--- src/rtl/imm_rot_encoder.sv ---
// Rotated-immediate encoder: searches one rotation per cycle for imm8/rot with ROR(imm8, 2*rot) == value.
// Optional macro IMM_ENC_NEG_EN also searches ~value in parallel and flags such hits on out_neg.
module imm_rot_encoder #(
  parameter int DATA_WIDTH = 32
) (
  input  logic                  clk,
  input  logic                  reset,
  input  logic                  in_valid,
  input  logic [DATA_WIDTH-1:0] in_value,
  output logic                  in_ready,
  output logic                  out_valid,
  input  logic                  out_ready,
  output logic                  out_found,
  output logic [7:0]            out_imm8,
  output logic [3:0]            out_rot,
  output logic                  out_neg
);

  typedef enum logic [1:0] {IDLE, SEARCH, DONE} state_t;

  state_t                state_q, next_state;
  logic [DATA_WIDTH-1:0] value_q;
  logic [3:0]            rot_q;
  logic                  found_q;
  logic [7:0]            imm8_q;
  logic [3:0]            rot_res_q;

  logic                  accept, step, take_hit, take_miss;
  logic                  hit_p, hit_n;
  logic [DATA_WIDTH-1:0] cand_p, cand_n;

  // Rotate left via a doubled word so a zero shift needs no special case.
  function automatic logic [DATA_WIDTH-1:0] rol(input logic [DATA_WIDTH-1:0] v,
                                                input logic [4:0] sh);
    logic [2*DATA_WIDTH-1:0] d;
    d = {v, v} << sh;
    return d[2*DATA_WIDTH-1:DATA_WIDTH];
  endfunction

  assign cand_p = rol(value_q, {rot_q, 1'b0});
  assign hit_p  = (cand_p[DATA_WIDTH-1:8] == '0);

`ifdef IMM_ENC_NEG_EN
  logic neg_q;

  assign cand_n  = rol(~value_q, {rot_q, 1'b0});
  assign hit_n   = (cand_n[DATA_WIDTH-1:8] == '0);
  assign out_neg = neg_q;
`else
  assign cand_n  = '0;
  assign hit_n   = 1'b0;
  assign out_neg = 1'b0;
`endif

  // NOTE: sequential state uses non-blocking assignments so every register samples pre-edge values.
  always_ff @(posedge clk or negedge reset) begin
    if (!reset) begin
      state_q   <= IDLE;
      value_q   <= '0;
      rot_q     <= '0;
      found_q   <= 1'b0;
      imm8_q    <= '0;
      rot_res_q <= '0;
`ifdef IMM_ENC_NEG_EN
      neg_q     <= 1'b0;
`endif
    end else begin
      state_q <= next_state;
      if (accept) begin
        value_q <= in_value;
        rot_q   <= '0;
      end
      if (step) rot_q <= rot_q + 4'd1;
      if (take_hit) begin
        // Non-inverted hit wins when both operands match in the same rotation.
        found_q   <= 1'b1;
        imm8_q    <= hit_p ? cand_p[7:0] : cand_n[7:0];
        rot_res_q <= rot_q;
`ifdef IMM_ENC_NEG_EN
        neg_q     <= ~hit_p;
`endif
      end
      if (take_miss) begin
        found_q   <= 1'b0;
        imm8_q    <= '0;
        rot_res_q <= '0;
`ifdef IMM_ENC_NEG_EN
        neg_q     <= 1'b0;
`endif
      end
    end
  end

  // NOTE: every output of this block gets a default first, so no path can infer a latch.
  always_comb begin
    next_state = state_q;
    in_ready   = 1'b0;
    out_valid  = 1'b0;
    accept     = 1'b0;
    step       = 1'b0;
    take_hit   = 1'b0;
    take_miss  = 1'b0;
    case (state_q)
      IDLE: begin
        in_ready = 1'b1;
        if (in_valid) begin
          accept     = 1'b1;
          next_state = SEARCH;
        end
      end
      SEARCH: begin
        if (hit_p || hit_n) begin
          take_hit   = 1'b1;
          next_state = DONE;
        end else if (rot_q == 4'd15) begin
          take_miss  = 1'b1;
          next_state = DONE;
        end else begin
          step = 1'b1;
        end
      end
      DONE: begin
        out_valid = 1'b1;
        if (out_ready) next_state = IDLE;
      end
      default: next_state = IDLE;
    endcase
  end

  assign out_found = found_q;
  assign out_imm8  = imm8_q;
  assign out_rot   = rot_res_q;

endmodule
--- config.mk ---
export PLATFORM = sky130hd
export DESIGN_NAME = imm_rot_encoder
export DESIGN_NICKNAME = d
export VERILOG_FILES = /design/src/rtl/imm_rot_encoder.sv
export SDC_FILE = /design/constraint.sdc
export NUM_CORES = 1
export LEC_CHECK = 0
export ABC_AREA = 1
export CAP_MARGIN = 20
export CORE_UTILIZATION = 41
export DETAILED_ROUTE_END_ITERATION = 8
export PLACE_DENSITY = 0.66
export SLEW_MARGIN = 5
export SYNTH_ARGS = -nofsm -noshare
export SYNTH_HDL_FRONTEND = slang
export SYNTH_SLANG_ARGS = --single-unit
export TNS_END_PERCENT = 100
--- constraint.sdc ---
create_clock -name clk -period 2.1 [get_ports clk]
set_clock_uncertainty 0.2 [all_clocks]
set_input_delay 0.42 -clock clk [delete_from_list [all_inputs] [get_ports clk]]
set_output_delay 0.42 -clock clk [all_outputs]
set_load 0.01 [all_outputs]
==> impl_results.md <==
- Status: complete, but fails checks
- Violated checks: setup timing
- Setup tns final: -1.99 ns
- NumNets Final: 572
- Largest net degree at the start of global routing: 38
- Final setup fails: 19
- WP data arrival: 2.23 ns
- Starting DRT DRC Count: 178
- Die span in y: 92.4 µm
- Initial DRT Pass Iterations: 4
- GPL Wtd Cong: 0.890
- Rows: 32
- Most used cell, CP: nand2_1
- Layout cells sized above 1: 22.2%
- Mapped Area: 3350 µm²
- Gate Count Post-Synth: about 470
- PwrDens: 1590 nW/µm²
- Slowest CP cell: dfrtp_2
- Post-Syn Nets: 504
- Remaining Overflow, GRT: 0
- Sequential-to-total area share from yosys stat: 38.1%
- CTS Sinks: 51
- Crit end category: flop
- Worst Path Buf+Inv: 1
- First-pass GRT wire length: 14000 µm
- CP required: 2.10 ns
- I/O Buffers: 50
- Initial antenna violation count: 0
- Final min period: 2.23 ns
- P_leak: about 2.1 nW
- DR vias: ~3.3k
- Die area: between 8000 and 9000 µm²
- Number of global-route vias before repair: 3005
- Gr usage total: 20.4%
- Fmax: roughly 450 MHz
- Worst Setup Start Kind: flop
- Post-Place Cell Area: ~4100 µm²
- Commonest cells after routing, fill and taps aside: nand2_1 (189), nand3_1 (70), dfrtp_1 (50)
- Filler cell count: 750
- Area grow syn2layout: 28.1%
- Starting Density: 42.9%
- Final worst-path cycle share: 106%
- Final setup margin: -0.128 ns
- Critical path's largest stage delay: between 0.4 and 0.5 ns
- Yosys warnings: 0
- VDD IR max: 634 µV
- Crit path max-delay family: simple AND/OR/NAND/NOR gates
- RSZ-0062 raised after global routing: true
- Library cells used by synthesis: 25
- Post-route DRC: 0
- CTS tree: yes
- Worst setup startpoint: rot_q[0]$_DFFE_PN0P_
- CTS Buf Count: 5
- Syn Area/Cell: ~7 µm²
- Clock latency on the worst-skew pair: 0.31 ns
- Most common cell after layout, fill and taps aside: nand2_1
- DR vias/cell: 5.10
- Final hold vios: 0
- WL/cell: 12.9 µm
- CP max FO: 28
- Clk buf depth: 2
- Critical path class: flop to flop
- WL final: 8250 µm
- Number of storage elements in the synthesis netlist: 51
- CP Cell Sequence: buf_12 > nand2_1 > nand3_1 > nand2_1 > nand2_1 > nand2_2 > nand2_1 > nor2_1 > nand2_1 > nand2_2 > nand3_4 > nand2_4 > nand2_8 > nand2_1 > nand2_1
- Routed Antenna Nets: 0
- Ant diodes: 0
- Clock H-tree levels: 2
- Max_cap viols: 0
- # IOs: 52
- Clock root cell: clkbuf_8
- CORE AREA: 7810 µm²
- Post-DP HPWL: 6410 µm
- RR Startpoint: rot_q[0]$_DFFE_PN0P_
- Fin. max-slew vios: 0
- Post-route cell area: between 4000 and 5000 µm²
- Clock-pin slew on the worst setup and hold paths: ~0.09 ns
- Die width: 92.4 µm
- Hold crit path type: primary input to async pin
==> what timing repair did <==
action,in CTS,in global routing
setup buffers,0,1
endpoints found under the hold margin,51,0
setup endpoints to repair,19,20
gates resized for setup,12,16
pin swaps,1,3
cloned,1,0
hold buffers,1,0
==> state kept, by name, indices dropped and copies added, names as in the netlist <==
signal,cells
out_imm8,8
out_rot,4
rot_q,4
state_q,2
out_found,1
value_q,32
==> path summary, 6_finish.rpt <==
path / end / slack [ns] / cells after the start
setup reg to reg: out_rot[3]$_DFFE_PN0P_ / -0.13 / 15
hold / removal: state_q[1]$_DFFE_PN0P_ / 0.22 / 2
min in group clk: out_found$_DFFE_PN0P_ / 0.28 / 2
max in group asynchronous: rot_q[0]$_DFFE_PN0P_ / 0.97 / 3
hold reg to reg: out_found$_DFFE_PN0P_ / 0.28 / 2
setup / recovery: out_rot[3]$_DFFE_PN0P_ / -0.13 / 15
==> per-layer routing <==
layer	part of all wire (%)	wire (µm)	GRT usage (%)	vias to the layer above
li1	-	-	-	1632
met1	47	3860	28.5	1507
met2	47	3840	33.3	108
met3	5.6	464	3.04	8
met4	1.1	89	4.30	0
met5	0	0	0	-
==> Yosys cell counts <==
library cell	number	area, µm²
nand2_1	204	766
nand3_1	71	355
dfrtp_1	51	1280
nor2_1	33	124
mux2_2	32	360
nand2_2	14	87.6
buf_2	13	65.1
buf_6	7	78.8
inv_1	7	26.3
inv_2	6	22.5
o21ai_1	5	25.0
clkbuf_1	4	15.0
nand4_1	4	25.0
o21ai_0	3	15.0
a21oi_1	2	10.0
nor2_4	2	22.5
buf_4	1	7.51
clkinv_1	1	3.75
conb_1	1	3.75
ha_1	1	12.5
inv_4	1	6.26
nand3_4	1	17.5
nand3b_1	1	7.51
o31ai_1	1	7.51
xor2_1	1	8.76
==> area by class of cell <==
type / count / area, µm² / area share (%)
multi-input cells: 377 / 1930 / 44.9
flip-flops and latches: 51 / 1280 / 29.8
repair buffers: 85 / 808 / 18.8
well taps: 102 / 128 / 2.97
clock buffers: 5 / 68.8 / 1.60
inverters: 15 / 63.8 / 1.49
clock inverters: 3 / 20.0 / 0.466
==> per-stage QoR <==
| stage | hold slack (ns) | std cells | utilization (%) | setup slack [ns] | total power, W |
|---|---|---|---|---|---|
| 2_1_floorplan | -0.0756 | 467 | - | 0.00394 | 0.00460 |
| 3_3_place_gp | 0.0111 | 627 | 52.4 | -0.241 | 0.00600 |
| 3_5_place_dp | 0.0172 | 627 | 52.4 | -0.271 | 0.00606 |
| 4_1_cts | 0.213 | 637 | 54.2 | -0.148 | 0.00672 |
| 5_1_grt | 0.231 | 638 | 55.0 | -0.339 | 0.00747 |
| 6_report | 0.219 | 638 | 55.0 | -0.128 | 0.00681 |
==> logic make-up after synthesis <==
group / count (synthesis) / synth area share [%]
AOI/OAI and AO/OA: 11 / 1.72
xor gates and xnor gates: 1 / 0.262
adders and majority gates: 1 / 0.373
buffers and inverters: 40 / 6.72
DFF: 51 / 38.1
muxes: 32 / 10.8
other: 1 / 0.112
and+or+nand+nor: 330 / 41.9
==> where the power goes <==
part	total [W]	internal (W)	switching [W]
registers	0.00173	0.00135	0.000380
logic	0.00450	0.00194	0.00257
clock network	0.000573	0.000233	0.000341
Power figures use the tool's default switching activity.
==> patch 1 (same settings) <==
The 3 states of `state_t` get a one-hot encoding in 3 bits.
--- a/src/rtl/imm_rot_encoder.sv
+++ b/src/rtl/imm_rot_encoder.sv
@@ -17,5 +17,5 @@
 );
 
-  typedef enum logic [1:0] {IDLE, SEARCH, DONE} state_t;
+  typedef enum logic [2:0] {IDLE = 3'b001, SEARCH = 3'b010, DONE = 3'b100} state_t;
 
   state_t                state_q, next_state;
Behaviour: same outputs for any inputs over 10 cycles, from zero or initial values and one cycle with reset low; not proved beyond that.
==> patch 1 against the original RTL <==
- critical path depth stayed put
- wire length up 0.91%
- cell area barely moved
- first-iteration DRC count increased by 16%
- setup slack lost 12 ps
- via count decreased by 1.0%
- synthesized cell count is 0.86% higher
- sequential power fell by 3%
- global-route usage is 0.51 points higher
- sequential cell count grew 1
- the run still ends with negative setup slack left
- area after synthesis grew 0.19%
- power is 7.9% lower
- combinational power down 12%
==> patch 1: results (changes against the original RTL) <==
metric	value	unit	change
biggest cell delay along the critical path	470	ps	
most flop-heavy register	value_q		
Setup Buffers After CTS	0		unchanged
dpl cell area	4130	µm²	+0.98%
Placer Congestion	0.908		+2.0%
PortBufs	50		unchanged
clock root buffer	clkbuf_8		
Synthesized Nets	508		+0.79%
Worst Setup Slack, final	-140	ps	-11.7 ps
first-pass GRT wire length	14300	µm	+1.9%
largest net degree at the start of global routing	38		unchanged
worst r2r path cells	15		unchanged
VDD IR max	0.619	mV	-2.4%
failing checks	negative setup slack		
Clock Path Buffers	2		unchanged
leakage	2.18	nW	+1.8%
DR vias	3221		-1.0%
status	complete, but fails checks		
Max Cap Violations	0		unchanged
CP arrival	2290	ps	+60 ps
Slowest cell on crit path	dfrtp_2		
Total Routing Usage GR	20.9	%	+0.51 points
worst skew pair latency	300	ps	
post-DP HPWL	6360	µm	-0.77%
FFs w/ async S/R, synth	100	%	unchanged
layout cells sized above 1	18.4	%	-3.8 points
number of global-route vias before repair	3063		+1.9%
critical path peak fanout	25		-11%
Largest register FFs	32		unchanged
Worst-path clk slew	90	ps	about the same
fin area	4290	µm²	about the same
synth warn	0		unchanged
initial antenna violation count	0		unchanged
pre-CTS setup slack	-231	ps	+39.8 ps
Initial DRC Count	207		+16%
worst hold path class	reg2reg		
Detailed Routing Iterations Pass 1	4		unchanged
Setup Viol. Count Final	19		unchanged
H-tree levels	2		unchanged
CTS buffer count	5		unchanged
Antenna Cells	0		unchanged
register area share after synthesis	38.8	%	+0.71 points
Post-layout nets	576		+0.70%
top cell family by delay on the critical path	simple AND/OR/NAND/NOR gates		
FILL cells	747		-0.40%
unique cell type count in the Yosys netlist	28		+12%
synth cell count leaders	216 x nand2_1, 73 x nand3_1, 51 x dfrtp_1		
WL final	8320	µm	+0.91%
Hold Path Stages	2		
top post-synthesis cells by area	dfrtp_1 38%, nand2_1 24%, nand3_1 11%, mux2_2 11%, nor2_1 3.2%		
[patch 1: cell count changes after synthesis, moves of 2 or more]
cell	unedited run	this run
buf_1	0	2
buf_2	13	11
inv_1	7	10
inv_2	6	4
nand2_1	204	216
nand2_2	14	3
nand3_1	71	73
nor2_1	33	29
nor3_1	0	2
[patch 1: metrics by stage]
step / power, mW / setup TNS [ps] / instances
after global routing: 6.92 / -4790 / 641
final: 6.27 / -1860 / 641
after detailed placement: 5.58 / -3260 / 632
after CTS: 6.27 / -1120 / 640
after global placement: 5.53 / -2040 / 632
after floorplan: 4.26 / 0 / 471
[patch 1: path summary, 6_finish.rpt]
check	from	to	slack (ps)
worst max-delay path	rot_q[0]	out_imm8[0]	-140
worst min-delay path	out_imm8[3]	out_imm8[3]	280
worst max register to register	rot_q[0]	out_imm8[0]	-140
worst min register to register	out_imm8[3]	out_imm8[3]	280
max in group asynchronous	reset	value_q[21]	750
min in group asynchronous	reset	out_rot[3]	360
[patch 1: tightest hold or removal path, delay by kind of cell (launching register included)]
family        cells  cell delay, ps
flops             1             350
simple gates      2             100
[patch 1: repair_timing]
action / in CTS / in global routing
pin swaps: 1 / 1
hold buffers: 1 / 0
endpoints found under the setup margin: 21 / 19
endpoints found under the hold margin: 15 / 0
gates cloned: 0 / 1
resized for setup: 14 / 4
[patch 1: kinds of logic (layout without fill, tap and decap cells)]
kind of cell / after synthesis / after routing / share of synthesized area (%)
and+or+nand+nor: 331 / 332 / 41.2
DFF: 52 / 52 / 38.8
buffers and inverters: 41 / 108 / 6.64
muxes: 32 / 32 / 10.7
AOI/OAI and AO/OA: 11 / 11 / 1.64
xor gates and xnor gates: 2 / 2 / 0.522
adders and majority gates: 1 / 1 / 0.373
other: 1 / 1 / 0.112
[patch 1: final cells by class]
type,instances,area share (%)
Multi-Input combinational cell,379,44.0
Sequential cell,52,30.4
Timing Repair Buffer,85,18.9
Tap cell,102,2.97
Clock buffer,7,2.24
Inverter,16,1.52
[patch 1: report_power, final]
group          switching (mW)  internal, mW
clock                   0.318         0.294
combinational            2.21          1.77
sequential              0.311          1.37
total                    2.84          3.43
[patch 1: per-layer routing]
metal / track usage (%) / share of wire (%) / up-vias
li1: - / - / 1652
met1: 27.5 / 45 / 1461
met2: 34.9 / 49 / 96
met3: 3.69 / 4.6 / 12
met4: 6.12 / 1.3 / 0
met5: 0 / 0 / -
==> patch 2 (same settings) <==
Without the edit above. Add a define of `IMM_ENC_NEG_EN`.
--- a/src/rtl/imm_rot_encoder.sv
+++ b/src/rtl/imm_rot_encoder.sv
@@ -1,4 +1,6 @@
 // Rotated-immediate encoder: searches one rotation per cycle for imm8/rot with ROR(imm8, 2*rot) == value.
 // Optional macro IMM_ENC_NEG_EN also searches ~value in parallel and flags such hits on out_neg.
+`define IMM_ENC_NEG_EN
+
 module imm_rot_encoder #(
   parameter int DATA_WIDTH = 32
Behaviour: not the same (a bounded check fails within 4 cycles, from zero or initial values and one cycle with reset low).
==> patch 2 against the original RTL <==
- the flow still finishes with violations (negative setup slack)
- clock power grew 6.5%
- cell area grew 13%
- wire length grew 27%
- first-iteration DRC count grew 82%
- setup slack lost 170 ps
- area after synthesis grew 13%
- synthesized cell count grew 14%
- power grew 23%
- sequential cell count grew 1
- critical endpoint is now out_imm8[2]
==> patch 2: results (changes against the original RTL) <==
metric	value	unit	change
Setup Viol. Count Final	20		+1
count leader, synth	nand3_1		
worst skew pair latency	310	ps	about the same
met3 GRT Util	2.43	%	-0.60 points
PortBufs	51		+2.0%
Non-Filler Instances	700		+9.7%
Power Total	8.36	mW	+23%
critical path peak fanout	33		+18%
status	complete, but fails checks		
leakage	2.29	nW	+6.7%
biggest cell delay along the critical path	470	ps	
number of global-route vias before repair	3535		+18%
synth cell count leaders	185 x nand3_1, 152 x nand2_1, 52 x dfrtp_1		
unique cell type count in the Yosys netlist	24		-4.0%
comb pwr	6.02	mW	+34%
Post-Place Cells	691		+10%
XOR/XNOR Fraction of Synth Area	2.31	%	+2.0 points
met2 global-route usage	36.3	%	+3.0 points
layout cells sized above 1	20.6	%	-1.6 points
Routed met3 length	592	µm	+28%
Synth Area in Compound Gates	2.01	%	+0.29 points
mux cell area share after synthesis	9.49	%	-1.3 points
Initial DRC Count	324		+82%
average via count per standard cell	5.59		+9.5%
register area share after synthesis	34.3	%	-3.8 points
CP arrival	2410	ps	+180 ps
Worst Setup Slack, final	-295	ps	-167 ps
Post-layout nets	628		+9.8%
Total Routing Usage GR	23.1	%	+2.8 points
pre-CTS setup slack	-311	ps	-40.0 ps
Synthesized Nets	568		+13%
dpl cell area	4660	µm²	+14%
failing checks	negative setup slack		
top post-synthesis cells by area	dfrtp_1 34%, nand3_1 24%, nand2_1 15%, mux2_2 9.5%, nor2_1 3.1%		
Setup TNS Final	-5350	ps	-3360 ps
Met1 Wirelength	4920	µm	+28%
Post-Synth Adder-Cell Area	0.329	%	-0.044 points
Placer Congestion	0.899		+1.1%
design internal power	4.06	mW	+15%
VDD IR max	0.645	mV	+1.6%
met1 Usage GRT	34.2	%	+5.7 points
Detailed Routing Iterations Pass 1	8		+4
wire per inst	15.0	µm	+16%
first-pass GRT wire length	17800	µm	+27%
WL met2	4870	µm	+27%
die width	98.3	µm	+6.4%
worst hold path class	reg2reg		
Post-Synthesis Cells	531		+14%
largest net degree at the start of global routing	53		+39%
==> patch 2: cell types whose count changed after synthesis, moves of 3 or more <==
cell	delta
a31oi_1	+8
nand2_2	-5
nand3_1	+114
o21ai_0	-3
o21ai_1	-3
inv_2	-5
xor2_1	+9
clkbuf_1	+4
nand2_1	-52
==> patch 2: final timing paths <==
| kind | from | endpoint | slack [ps] | depth (start not counted) |
|---|---|---|---|---|
| max in group asynchronous | reset | rot_q[0] | 1020 | 3 |
| worst max-delay path | rot_q[0] | out_imm8[2] | -300 | 15 |
| worst min register to register | out_imm8[1] | out_imm8[1] | 280 | 2 |
| worst min-delay path | out_imm8[1] | out_imm8[1] | 280 | 2 |
| min in group asynchronous | reset | out_rot[0] | 410 | 3 |
| worst max register to register | rot_q[0] | out_imm8[2] | -300 | 15 |
==> patch 2: cell type report <==
| class | count | area, µm² |
|---|---|---|
| clock buffer | 7 | 86.3 |
| clock inverter | 1 | 7.51 |
| fill | 881 | 4010 |
| inverter | 8 | 41.3 |
| multi-input combinational | 437 | 2370 |
| sequential | 52 | 1300 |
| tap | 108 | 135 |
| timing repair buffer | 87 | 896 |
==> patch 2: worst reg2reg max path, delay by kind of cell (launching register included) <==
family                    cells  cell delay [ps]
and+or+nand+nor              12             1130
xor gates and xnor gates      1              140
buffers and inverters         2              360
DFF                           1              470
==> patch 2: what timing repair did <==
item / CTS / global route
gates resized for setup: 19 / 2
hold buffers: 1 / 0
setup endpoints to repair: 20 / 22
cloned: 0 / 0
endpoints found under the hold margin: 52 / 0
==> patch 2: stage by stage <==
step | hold WS, ps | util [%]
2_1_floorplan | -75.6 | -
3_3_place_gp | 230 | 52.6
3_5_place_dp | 237 | 52.6
4_1_cts | 281 | 54.6
5_1_grt | 305 | 54.7
6_report | 276 | 54.7
